--- src/rtl/icache_assoc.sv ---
// icache_assoc: N-way set-associative instruction cache with round-robin
// replacement, single outstanding block refill, flush and hit-under-miss.
//
// state | meaning
// IDLE  | no refill outstanding; a non-flush miss launches a block request
// WAIT  | request outstanding; lookups continue, fill installs victim way
module icache_assoc #(
  parameter int ADDR_W    = 32,
  parameter int WAYS      = 2,
  parameter int SETS      = 16,
  parameter int BLK_INSTR = 4
) (
  input  logic                    clk,
  input  logic                    rst_in,
  input  logic                    flush_in,
  input  logic                    if_valid,
  input  logic [ADDR_W-1:0]       if_ain,
  output logic                    miss,
  output logic                    if_out_en,
  output logic [31:0]             if_instr_out,
  output logic                    mem_req_en,
  output logic [ADDR_W-1:0]       mem_req_addr,
  input  logic                    mem_in_en,
  input  logic [32*BLK_INSTR-1:0] mem_din
);

  localparam int WRD_W = $clog2(BLK_INSTR);
  localparam int OFF_W = WRD_W + 2;
  localparam int IDX_W = $clog2(SETS);
  localparam int TAG_W = ADDR_W - IDX_W - OFF_W;
  localparam int BLK_W = 32 * BLK_INSTR;
  // rr pointer keeps one bit even for a direct-mapped build; it stays 0 there
  localparam int WAY_W = (WAYS > 1) ? $clog2(WAYS) : 1;

  typedef enum logic {ST_IDLE, ST_WAIT} state_t;

  state_t             r_state;
  state_t             w_next;
  logic               w_launch;
  logic               w_fill;

  logic [WAYS-1:0]    r_valid [SETS];
  logic [TAG_W-1:0]   r_tag   [SETS][WAYS];
  logic [BLK_W-1:0]   r_data  [SETS][WAYS];
  logic [WAY_W-1:0]   r_rr    [SETS];

  logic [ADDR_W-1:0]  r_req_addr;
  logic [WAY_W-1:0]   r_victim;

  logic [TAG_W-1:0]   w_tag;
  logic [IDX_W-1:0]   w_idx;
  logic [WRD_W-1:0]   w_word;
  logic [TAG_W-1:0]   w_fill_tag;
  logic [IDX_W-1:0]   w_fill_idx;
  logic               w_hit;
  logic [BLK_W-1:0]   w_hit_blk;
  logic [WAY_W-1:0]   w_victim;
  logic               w_found;
  logic               w_unused_bits;

  assign w_tag         = if_ain[ADDR_W-1 -: TAG_W];
  assign w_idx         = if_ain[OFF_W +: IDX_W];
  assign w_word        = if_ain[2 +: WRD_W];
  assign w_unused_bits = ^if_ain[1:0];

  assign w_fill_tag    = r_req_addr[ADDR_W-1 -: TAG_W];
  assign w_fill_idx    = r_req_addr[OFF_W +: IDX_W];

  // Tag compare across all ways of the addressed set; at most one can match
  always_comb begin
    w_hit     = 1'b0;
    w_hit_blk = '0;
    for (int w = 0; w < WAYS; w++) begin
      if (r_valid[w_idx][w] && (r_tag[w_idx][w] == w_tag)) begin
        w_hit     = 1'b1;
        w_hit_blk = r_data[w_idx][w];
      end
    end
  end

  assign miss         = if_valid & ~w_hit;
  assign if_out_en    = if_valid & w_hit;
  assign if_instr_out = if_out_en ? w_hit_blk[{w_word, 5'b00000} +: 32] : 32'h0;

  // Victim: lowest-index invalid way, otherwise the set's round-robin pointer
  always_comb begin
    w_victim = r_rr[w_idx];
    w_found  = 1'b0;
    for (int w = 0; w < WAYS; w++) begin
      if (!w_found && !r_valid[w_idx][w]) begin
        w_found  = 1'b1;
        w_victim = WAY_W'(w);
      end
    end
  end

  // Refill FSM state register
  always_ff @(posedge clk or negedge rst_in) begin
    if (!rst_in) r_state <= ST_IDLE;
    else         r_state <= w_next;
  end

  // Refill FSM next state; flush always wins over launch and fill
  always_comb begin
    w_next   = r_state;
    w_launch = 1'b0;
    w_fill   = 1'b0;
    case (r_state)
      ST_IDLE: begin
        if (!flush_in && miss) begin
          w_launch = 1'b1;
          w_next   = ST_WAIT;
        end
      end
      ST_WAIT: begin
        if (flush_in) begin
          w_next = ST_IDLE;
        end else if (mem_in_en) begin
          w_fill = 1'b1;
          w_next = ST_IDLE;
        end
      end
      default: w_next = ST_IDLE;
    endcase
  end

  assign mem_req_en   = (r_state == ST_WAIT);
  assign mem_req_addr = r_req_addr;

  // Capture block-aligned request address and victim way at launch
  always_ff @(posedge clk or negedge rst_in) begin
    if (!rst_in) begin
      r_req_addr <= '0;
      r_victim   <= '0;
    end else if (w_launch) begin
      r_req_addr <= {if_ain[ADDR_W-1:OFF_W], {OFF_W{1'b0}}};
      r_victim   <= w_victim;
    end
  end

  // Valid bits and round-robin pointers; pointer advances only on eviction
  always_ff @(posedge clk or negedge rst_in) begin
    if (!rst_in) begin
      for (int s = 0; s < SETS; s++) begin
        r_valid[s] <= '0;
        r_rr[s]    <= '0;
      end
    end else if (flush_in) begin
      for (int s = 0; s < SETS; s++) begin
        r_valid[s] <= '0;
        r_rr[s]    <= '0;
      end
    end else if (w_fill) begin
      r_valid[w_fill_idx][r_victim] <= 1'b1;
      if ((WAYS > 1) && r_valid[w_fill_idx][r_victim])
        r_rr[w_fill_idx] <= WAY_W'(r_rr[w_fill_idx] + 1'b1);
    end
  end

  // Tag and data arrays, written only by accepted fills
  always_ff @(posedge clk) begin
    if (w_fill) begin
      r_tag[w_fill_idx][r_victim]  <= w_fill_tag;
      r_data[w_fill_idx][r_victim] <= mem_din;
    end
  end

endmodule

--- config.mk ---
export PLATFORM = sky130hd
export DESIGN_NAME = icache_assoc
export DESIGN_NICKNAME = d
export VERILOG_FILES = /design/src/rtl/icache_assoc.sv
export SDC_FILE = /design/constraint.sdc
export NUM_CORES = 2
export LEC_CHECK = 0
export BUFFER_PORTS_ARGS = -buffer_cell sky130_fd_sc_hd__buf_4
export CAP_MARGIN = 20
export CORE_MARGIN = 10
export CORE_UTILIZATION = 55
export DETAILED_ROUTE_END_ITERATION = 8
export HOLD_SLACK_MARGIN = 0.15
export PLACE_DENSITY_LB_ADDON = 0.12
export SLEW_MARGIN = 20
export SYNTH_ARGS = -nofsm -noshare
export SYNTH_HDL_FRONTEND = slang
export SYNTH_MEMORY_MAX_BITS = 65536
export SYNTH_SLANG_ARGS = --single-unit
--- constraint.sdc ---
create_clock -name clk -period 8.9 [get_ports clk]
set_input_delay 0.89 -clock clk [delete_from_list [all_inputs] [get_ports clk]]
set_output_delay 0.89 -clock clk [all_outputs]
set_load 0.05 [all_outputs]
==> flow_metrics.py <==
metrics = {
    "outcome": {
        "status": "completed",
    },
    "route": {
        "drt_iter0_drc": 11472,
        "wl_per_cell_um": 37.2,
        "drc": 0,
        "wirelength_mm": 489,
        "ant_nets": 0,
        "via_count": 88483,
        "first_pass_iters": 6,
        "routed_via_density": 6.72,
    },
    "synth": {
        "ys.warnings.count": 0,
        "synth_area_leaders": "edfxtp_1 (77%), mux4_2 (18%), dfrtp_1 (1.0%)",
        "synth.mux.area_fraction_pct": 18.8,
        "synth_xor_area_share_pct": 0.236,
        "seq_area_frac_synth_pct": 78.1,
        "synth-compound-area-share_pct": 1.02,
        "synthAdderAreaFrac_pct": 0,
        "yosys.area_share.simple_pct": 0.725,
        "syn_area_per_cell_um2": 24.7,
        "synth_top_area_share_pct": 77.1,
        "netlist-cell-type-count": 58,
        "yosysMostFrequentCell": "edfxtp_1",
        "synth_edf_count": 4864,
        "synth-main-ff-cell": "edfxtp_1",
        "synth_seq_cells": 4942,
        "synth_top_family_by_area": "multiplexers",
        "synthCells": 7678,
        "async_flop_share_pct": 1.58,
        "synth_top_area_cell": "edfxtp_1",
        "synth_commonest_cells": "edfxtp_1 (4864), mux4_2 (1492), clkbuf_1 (159)",
        "netlist_area_um2": 190000,
    },
    "cts": {
        "cts_made_buffers": 484,
        "clockBufferDepth": 4,
        "cts_tree": "yes",
        "clkTransAtPathRegs_ns": 0.06,
        "cts_setup_buffers": 0,
        "clock_latency_ns": 1.00,
        "cts.repair.resized": 0,
        "cts.htree.levels": 5,
        "cts_root_buffer": "clkbuf_16",
        "clock_sinks": 4942,
    },
    "min_path": {
        "hold_path.class": "primary input to flop",
    },
    "die": {
        "die_area_um2": 369000,
        "start_util_pct": 55.3,
        "die_w_um": 607,
        "ios": 232,
        "die_y_um": 607,
        "core_area_um2": 343000,
        "core.rowCount": 215,
    },
    "timing": {
        "slew_viol_final": 0,
        "slew_headroom_pct": 20.9,
        "max_freq_ghz": 0.131,
        "setup_violations": 0,
        "skew_ns": 0.0292,
        "period_needed_ns": 7.65,
        "rsz0062_at_grt": "false",
        "setup_ws_ns": 1.25,
        "finalHoldViolCount": 0,
        "worst_slew_pin_slew_ns": 1.19,
        "fin_tns_setup_ns": 0,
        "min_period_over_period_pct": 86.0,
    },
    "final_layout": {
        "layout-drive-gt1-share_pct": 31.6,
        "design_area_um2": 213000,
        "fillCellCount": 23025,
        "layout.nets": 8357,
        "area_delta_synth_final_pct": 12.4,
        "fin_cells": 13165,
        "seqCellArea_um2": 148000,
        "multi_input_area_um2": 39700,
    },
    "worst_setup_path": {
        "critPathArrivalTime_ns": 6.76,
        "cp_max_fo": 69,
        "endpoint_kind": "output pin",
        "path_class": "primary input to output pin",
        "path_common_cell": "buf_4",
        "required_ns": 8.01,
        "startpoint_type": "primary input",
        "crit_slowest_cell": "a2111oi_1",
        "crit_chain": "buf_16, buf_4, mux4_2, mux2i_1, mux2i_1, xnor2_1, o211ai_1, nor4_4, buf_4, nand3_4, o221a_1, a2111oi_1, buf_4",
        "critPathTopFamily": "buffers and inverters",
        "crit_buf_inv": 4,
        "cp_slowest_stage_delay_ns": 0.92,
    },
    "place": {
        "place_area_um2": 198000,
        "io_buffer_count": 225,
        "placed_cells": 12249,
        "place_hpwl_mm": 235,
        "dp_slack_ns": 1.12,
        "gp_congestion": 0.754,
    },
    "global_routing": {
        "grt_pass1_wl_mm": 691,
        "grt_pass1_vias": 89503,
        "antenna_found_initial": 47,
        "grt_overflow_total": 0,
        "globalRouteTotalUtil_pct": 26.5,
        "grt_max_degree": 118,
    },
    "run": {
        "cap_violations": 0,
    },
    "power": {
        "p_per_area_nw_per_um2": 226,
        "leakagePower_nw": 66.7,
        "finalPower_w": 0.0481,
        "vdd_ir_drop_max_mv": 0.180,
    },
}
[through the flow]
stage	utilization, %	hold slack [ns]
finish	62.1	0.248
global route	62.1	0.216
CTS	62.1	0.167
detailed placement	57.6	0.481
global placement	57.6	0.474
floorplan	-	0.461
[layout by cell type, fill, tap and decap left out, drive strengths merged, types with 42 or more instances in the layout]
cell type and n:
nor2 59, xnor2 42, dfrtp 78, clkbuf 598, nand2 119, buf 437, bufinv 45, mux4 1492
edfxtp 4864, clkinv 222, o21ai 42, mux2i 115, mux2 81, a211oi 54
[registers in the layout (all words and copies together), names as in the netlist]
signal	cells
r_tag	768
r_data	4096
r_valid	32
mem_req_en	1
mem_req_addr	28
r_rr	16
r_victim	1
[power by group]
group	leakage [nW]	switching, W	internal (W)	total [W]
registers	44.7	0.000191	0.0258	0.0260
clock network	7.49	0.00852	0.0114	0.0199
logic	14.5	0.00130	0.000925	0.00223
[metal layers]
metal  share of wire [%]  wire length, um  vias up  track usage [%]
met4                 2.3            11200       22             5.74
met1                  40           198000    49059             39.3
met5               0.029              144        -                0
li1                    -                -    34443                -
met2                  49           238000     4275             42.4
met3                 8.5            41600      684             4.40
[cells by family (layout without fill, tap and decap cells)]
family / after synthesis / after routing
XOR/XNOR: 51 / 51
multiplexers: 1688 / 1688
flip-flops: 4942 / 4942
AND/OR/NAND/NOR: 292 / 292
other: 1 / 16
buffers and inverters: 435 / 1350
AO/OA/AOI/OAI: 269 / 269
[path summary, 6_finish.rpt]
| path | from | end | slack, ns | cells after the start |
|---|---|---|---|---|
| min reg2reg | r_valid[3] | r_valid[3] | 0.50 | 1 |
| max reg2reg | r_tag[6][10] | mem_req_addr[13] | 3.62 | 14 |
| max in group asynchronous | rst_in | mem_req_addr[21] | 7.28 | 3 |
| min in group asynchronous | rst_in | mem_req_addr[9] | 0.40 | 2 |
| min | if_ain[27] | mem_req_addr[27] | 0.25 | 2 |
| max | if_ain[4] | if_instr_out[8] | 1.25 | 13 |
[area by class of cell]
cell class,count,area share (%)
Sequential cell,4942,69.5
Clock inverter,292,1.23
Inverter,10,0.0182
Clock buffer,598,5.97
Timing Repair Buffer,450,2.00
Antenna cell,12,0.0141
Tap cell,4557,2.68
Multi-Input combinational cell,2304,18.6
[timing repair]
item                                    4_1_cts  5_1_grt
endpoints found under the hold margin        35        0
hold buffers                                 13        0
endpoints found under the setup margin        0        0
[worst register-to-register path, cell delays in order, from the launching register on]
cell	delay, ns
edfxtp_1	0.37
mux4_2	0.48
mux2i_1	0.17
mux2i_1	0.12
xnor2_1	0.48
o2111ai_1	0.32
nor4_4	0.44
buf_4	0.55
nand3_4	0.17
buf_12	0.21
o211ai_1	0.15
buf_4	0.23
or3_2	0.72
buf_4	0.37
mux2_2	0.36
Note: power is estimated with default switching activity, not from simulation.
